`src/rtl/fetch_ctrl.sv`:
```
// Instruction fetch controller: byte-addressed PC, 2-entry {pc, instr} output FIFO,
// and a RUN/HALT/DONE state machine with redirect, halt and program-end handling.
module fetch_ctrl #(
  parameter logic [7:0] RESET_PC = 8'h00,
  parameter logic [7:0] END_PC   = 8'h50
) (
  input  logic        clk,
  input  logic        rst_n,
  output logic [7:0]  imem_addr,
  input  logic [31:0] imem_instr,
  output logic        out_valid,
  input  logic        out_ready,
  output logic [31:0] out_instr,
  output logic [7:0]  out_pc,
  input  logic        redirect_valid,
  input  logic [7:0]  redirect_pc,
  input  logic        halt_req,
  output logic        halted,
  output logic        done,
  output logic [1:0]  dbg_state
);

  typedef enum logic [1:0] {
    ST_RUN  = 2'd0,
    ST_HALT = 2'd1,
    ST_DONE = 2'd2
  } state_e;

  // Handshake: an entry transfers on a cycle where out_valid && out_ready are both
  // high at the rising edge; the head is stable while out_valid && !out_ready.

  state_e      state_q, state_d;
  logic [7:0]  pc_q, pc_d;
  logic [1:0]  count_q, count_d;
  logic        rd_ptr_q, rd_ptr_d;
  logic        wr_ptr_q, wr_ptr_d;
  logic [7:0]  fifo_pc_q    [2];
  logic [31:0] fifo_instr_q [2];

  logic pop;
  logic push;
  logic unused_redirect_lo;

  assign unused_redirect_lo = ^redirect_pc[1:0];

  assign pop = out_valid && out_ready;

  always_comb begin
    state_d  = state_q;
    pc_d     = pc_q;
    count_d  = count_q;
    rd_ptr_d = rd_ptr_q;
    wr_ptr_d = wr_ptr_q;
    push     = 1'b0;
    if (redirect_valid) begin
      // Flush wins over everything, including a same-cycle pop.
      count_d  = 2'd0;
      rd_ptr_d = 1'b0;
      wr_ptr_d = 1'b0;
      pc_d     = {redirect_pc[7:2], 2'b00};
      state_d  = (state_q == ST_HALT || halt_req) ? ST_HALT : ST_RUN;
    end else begin
      case (state_q)
        ST_RUN: begin
          if (halt_req) begin
            state_d = ST_HALT;
          end else if (pc_q == END_PC) begin
            state_d = ST_DONE;
          end else begin
            push = (count_q != 2'd2) || pop;
          end
        end
        ST_HALT: begin
          if (!halt_req) state_d = ST_RUN;
        end
        ST_DONE: begin
          state_d = ST_DONE;
        end
        default: begin
          state_d = ST_RUN;
        end
      endcase
      if (pop) rd_ptr_d = ~rd_ptr_q;
      if (push) begin
        wr_ptr_d = ~wr_ptr_q;
        pc_d     = pc_q + 8'd4;
      end
      case ({push, pop})
        2'b10:   count_d = count_q + 2'd1;
        2'b01:   count_d = count_q - 2'd1;
        default: count_d = count_q;
      endcase
    end
  end

  always_ff @(posedge clk or negedge rst_n) begin
    if (!rst_n) begin
      state_q  <= ST_RUN;
      pc_q     <= RESET_PC;
      count_q  <= 2'd0;
      rd_ptr_q <= 1'b0;
      wr_ptr_q <= 1'b0;
      for (int i = 0; i < 2; i++) begin
        fifo_pc_q[i]    <= 8'h00;
        fifo_instr_q[i] <= 32'h0;
      end
    end else begin
      state_q  <= state_d;
      pc_q     <= pc_d;
      count_q  <= count_d;
      rd_ptr_q <= rd_ptr_d;
      wr_ptr_q <= wr_ptr_d;
      if (push) begin
        fifo_pc_q[wr_ptr_q]    <= pc_q;
        fifo_instr_q[wr_ptr_q] <= imem_instr;
      end
    end
  end

  assign imem_addr = pc_q;
  assign out_valid = (count_q != 2'd0);
  assign out_pc    = fifo_pc_q[rd_ptr_q];
  assign out_instr = fifo_instr_q[rd_ptr_q];
  assign halted    = (state_q == ST_HALT) && (count_q == 2'd0);
  assign done      = (state_q == ST_DONE);
  assign dbg_state = state_q;

endmodule
```
`config.mk`:
```
export PLATFORM = sky130hd
export DESIGN_NAME = fetch_ctrl
export DESIGN_NICKNAME = d
export VERILOG_FILES = /design/src/rtl/fetch_ctrl.sv
export SDC_FILE = /design/constraint.sdc
export NUM_CORES = 1
export LEC_CHECK = 0
export BUFFER_PORTS_ARGS = -buffer_cell sky130_fd_sc_hd__buf_2
export CAP_MARGIN = 20
export CORE_MARGIN = 1
export CORE_UTILIZATION = 60
export CTS_BUF_LIST = sky130_fd_sc_hd__clkbuf_2 sky130_fd_sc_hd__clkbuf_4 sky130_fd_sc_hd__clkbuf_8
export DETAILED_ROUTE_END_ITERATION = 12
export PLACE_DENSITY_LB_ADDON = 0.05
export SLEW_MARGIN = 25
export SYNTH_ARGS = -nofsm -noshare
export SYNTH_HDL_FRONTEND = slang
export SYNTH_SLANG_ARGS = --single-unit
```
`constraint.sdc`:
```
create_clock -name clk -period 4.25 [get_ports clk]
set_clock_uncertainty 0.1 [all_clocks]
set_input_delay 0.85 -clock clk [delete_from_list [all_inputs] [get_ports clk]]
set_output_delay 0.85 -clock clk [all_outputs]
set_load 0.02 [all_outputs]
```
Word-level counts from Yosys, hierarchy flattened
Index checks and enable logic that the tools add are counted.

Flip-flop bits (word level): 94. Input port bits: 45. Output and inout port bits: 53. Word-level logic and storage cells: 70.

$add $sub $neg: 3. $lt $le $gt $ge: 3. Eq/ne operators: 8. Muxes and demuxes: 31. Bitwise gates (word level): 4. Reduce and logical (&&, ||, !) cells: 12.

Operators with widths (count): 2-to-1 mux 32 bit (4); bitwise mux 64 bit (1); 2-to-1 mux 8 bit (6); demux 32 bit (select 1 bit) (1); bitwise mux 16 bit (1); 2-to-1 mux 1 bit (10); 2-to-1 mux 2 bit (5); adder 8 x 3 -> 8 bit, second input constant (1); demux 8 bit (select 1 bit) (1); == test 8 x 7 -> 1 bit, second input constant (1); case mux 2 bit (3 select lines) (1); nonzero test 2 bit (3); == test 2 x 1 -> 1 bit, second input constant (2); == test 2 bit, second input constant (2); >= comparator 2 bit, second input constant (2); logical NOT 2 bit (2); inequality test 4 bit, second input constant (1); NOT 1 -> 2 bit (2); case mux 2 bit (2 select lines) (1); logical AND 1 bit (3); inequality test 3 bit, second input constant (1); nonzero test 3 bit (1); adder 2 x 1 -> 2 bit, second input constant (1); logical OR 1 bit (2); other kinds (5) (6).

Longest topological paths before layout
Depth in word-level cells: 10. Mapped depth: 9. Gate-level depth less buffers: 6.

Worst setup path before layout
OpenSTA, ideal clock, no wires.

Path kind: input port to flip-flop. From: input port halt_req. To: register fifo_instr_q[50] (netlist bit). Library setup time: 125 ps. Data arrival time: 2263 ps. Required time: 4025 ps. Slack: 1762 ps. Stages on the path: 6. Cell sequence: nor3_4 o21ai_2 or4_4 buf_6 buf_6 mux2_4.

Word-level cells in the longest chain between the ends: 4.

Ends and longest elaborated chain: start: declaration (RTL line 17) `input logic halt_req,`; 2-to-1 mux 1 bit (RTL line 65) `if (halt_req) begin`; 2-to-1 mux 1 bit (RTL line 63) `case (state_q)`; 2-to-1 mux 1 bit (2 in a row) (RTL line 55) `if (redirect_valid) begin`; end signal: indexed assignment (RTL line 115) `fifo_instr_q[wr_ptr_q] <= imem_instr;`; end: declaration (RTL line 38) `logic [31:0] fifo_instr_q [2];`.

No other way between the ends. The select of a mux whose other input is x is not followed. A chain may end at the register's enable or synchronous reset.

Final worst setup path
From: register rd_ptr_q. To: output port out_pc[4].

Word-level cells in the longest chain between the ends: 4.

Ends and longest elaborated chain: start: declaration (RTL line 35) `logic rd_ptr_q, rd_ptr_d;`; start signal: assignment (RTL line 111) `rd_ptr_q <= rd_ptr_d;`; NOT 1 -> 2 bit (not written as such) (RTL line 122) `assign out_pc = fifo_pc_q[rd_ptr_q];`; 2-to-1 mux 8 bit (not written as such) (3 in a row) (RTL line 122); end: declaration (RTL line 14) `output logic [7:0] out_pc,`.

No other way between the ends. The select of a mux whose other input is x is not followed.

==> results.toml <==
[yosys]
syn_area_per_cell_sq_um = 14.0
synth-seq-area-share_pct = 53.0
ys_top_cells_by_area = "dfrtp_1 53%, mux2_2 20%, mux2_4 7.2%"
ys.flop_type = "dfrtp_1"
ys_warn_count = 0
synth_common_cells = "88 x dfrtp_1, 74 x mux2_2, 20 x mux2_1, 20 x mux2_4"
synthMostInstantiatedCell = "dfrtp_1"
netlist_area_sq_um = 4160
ys_ff_latch = 88
synthCells = 296
synth_edf_count = 0
synth_top_area_cell = "dfrtp_1"
synth.area.mux_share_pct = 32.9
synth_compound_area_share_pct = 3.49
synthSimpleGateAreaFrac_pct = 5.45
synthAdderAreaFrac_pct = 0.602
synth_top_family_by_area = "multiplexers"
synthXorXnorAreaFrac_pct = 0.632
yosysTopAreaCellShare_pct = 53.0
ys_types = 42
async_flop_share_pct = 100

[global_route]
grt_max_degree = 89
grt_pass1_vias = 2622
grt_pass1_wl_um = 12700
grt_antenna_before_repair = 0
grt.total_usage_pct = 22.7
grt_overflow = 0

[cells_and_area]
final_cells = 464
antenna_cells = 0
finalInstanceArea_sq_um = 4790
finalCoreUtilization_pct = 73.4
final_layout_size_suffix_gt1_share_pct = 53.5
nFillCells = 469
area_growth_pct = 15.3
fin_nets = 431

[worst_setup_path]
critPathMaxFanout = 39
startpoint_type = "register"
cp_top_family = "flip-flops"
arrival_ps = 1930
r2r_slack_ps = 1500
worst_ep_required_time_ps = 3300
crit_type = "register to primary output"
rr_worst_depth = 7
cp-endpoint = "out_pc[4]"
crit_path_top_delay_cell = "dfrtp_2"
reg2reg_from = "imem_addr[2]$_DFFE_PN0P_"
r2r-end = "fifo_instr_q[8]$_DFFE_PN0P_"
crit_path_cell_trace = "mux2_2 -> buf_2"
slowest_delay_ps = 990
cp-end-kind = "primary output"
startpoint = "rd_ptr_q$_DFFE_PN0P_"
critical_path_buf_inv_count = 1
path_depth = 2

[detailed_routing]
drt.antenna.violating_nets = 0
drc = 0
totalWireLength_um = 7710
first_pass_iters = 4
drt_iter0_markers = 100
vias = 2548
wire_per_inst_um = 16.6
vias_per_cell = 5.49

[timing]
slew_headroom_pct = 37.3
worst_hold_slack_ps = 391
fin_crit_ps = 2880
finalHoldViolCount = 0
max_slew.worst_pin.slew_ps = 940
finalSetupViolations = 0
rsz0062_at_grt = "no"
fin_tns_setup_ps = 0
max_freq_mhz = 347
setup_ws_ps = 1370
timing.final.crit_share_pct = 67.9
maxSlewViolCount = 0

[power]
power_density_nw_per_um2 = 488
power_mw = 2.34
peakVddDrop_mv = 0.238
p_leak_nw = 2.38

[clock_tree]
clkLatencyLatePin_ps = 340
cts_tree = "done"
cts_root_buf = "clkbuf_8"
cts_buffers = 9
cts_resized = 0
cts_setup_buffers = 0
clock-sinks = 88
htreeDepth = 3
hold_buffers = 0
clockBufferDepth = 2
path_clk_slew_ps = 80

[hold_path]
hp-start = "fifo_instr_q[2]$_DFFE_PN0P_"
hold_path_class = "register to register"

[placed_design]
dp_hpwl_um = 5030
numPortBuffers = 91
dpl_cell_area_sq_um = 4610
post-place-ws_ps = 1090
placedCellCount = 450
place_congestion = 0.815

[run_status]
outcome = "finished clean"

[floorplanning]
die_area_sq_um = 7270
fp-row-count = 29
start_util_pct = 63.7
top_level_ports = 98
dieWidth_um = 85.2
core_area_sq_um = 6530
die_h_um = 85.2

[flow_run]
cap_viol_max_count = 0
logic make-up after synthesis:
logic type	after synthesis
multiplexers	115
XOR/XNOR	3
AO/OA/AOI/OAI	22
other	1
flip-flops	88
AND/OR/NAND/NOR	40
buffers and inverters	25
adder cells (fa/ha/maj)	2
placed cells by master (no fill, tap or decap), types with 2 or more instances in the layout:
| cell type | synthesis | final |
|---|---|---|
| conb_1 | 1 | 4 |
| a31oi_1 | 4 | 4 |
| o21ai_0 | 7 | 7 |
| or3_1 | 2 | 2 |
| ha_1 | 2 | 2 |
| nand3_1 | 8 | 8 |
| nand2b_1 | 2 | 2 |
| dfrtp_1 | 88 | 87 |
| nand2_1 | 7 | 7 |
| nor2_1 | 8 | 8 |
| clkbuf_8 | 0 | 12 |
| mux2_2 | 74 | 74 |
| o21a_1 | 2 | 2 |
| mux2_1 | 20 | 20 |
| inv_1 | 6 | 6 |
| mux2_4 | 20 | 20 |
| nor3_1 | 3 | 3 |
| o211ai_1 | 2 | 2 |
| xor2_1 | 3 | 3 |
| buf_2 | 2 | 90 |
layer usage:
metal / GRT usage, % / vias to the layer above / part of all wire (%)
li1: - / 1221 / -
met1: 30.3 / 1257 / 47
met2: 36.7 / 62 / 48
met3: 4.28 / 8 / 4.2
met4: 9.55 / 0 / 1.5
met5: 0 / - / 0
report_power, final:
part	total (mW)	internal (mW)	switching (mW)
Combinational	0.669	0.345	0.324
Sequential	1.13	1.02	0.112
Clock	0.535	0.256	0.279
registers in the layout, summed over array words and instances (netlist names):
register,cells
count_q,2
dbg_state,2
fifo_instr_q,64
fifo_pc_q,12
imem_addr,6
rd_ptr_q,1
wr_ptr_q,1
worst min-delay path by stage:
stage | endpoint | slack, ps | depth (start not counted)
finish | fifo_instr_q[2]$_DFFE_PN0P_ | 390 | 1
global route | fifo_instr_q[7]$_DFFE_PN0P_ | 410 | 1
detailed placement | fifo_instr_q[19]$_DFFE_PN0P_ | 380 | 1
floorplan | fifo_instr_q[10]$_DFFE_PN0P_ | 360 | 1
CTS | fifo_instr_q[19]$_DFFE_PN0P_ | 400 | 1
global placement | fifo_instr_q[18]$_DFFE_PN0P_ | 370 | 1
final cells by class:
class | instances | area, sq um | share of cell area (%)
Tap cell | 77 | 96.3 | 2.01
Clock inverter | 2 | 13.8 | 0.287
Clock buffer | 12 | 165 | 3.45
Sequential cell | 88 | 2200 | 46.0
Timing Repair Buffer | 92 | 482 | 10.0
Inverter | 7 | 26.3 | 0.548
Multi-Input combinational cell | 186 | 1810 | 37.7
Note: power is estimated with default switching activity, not from simulation.
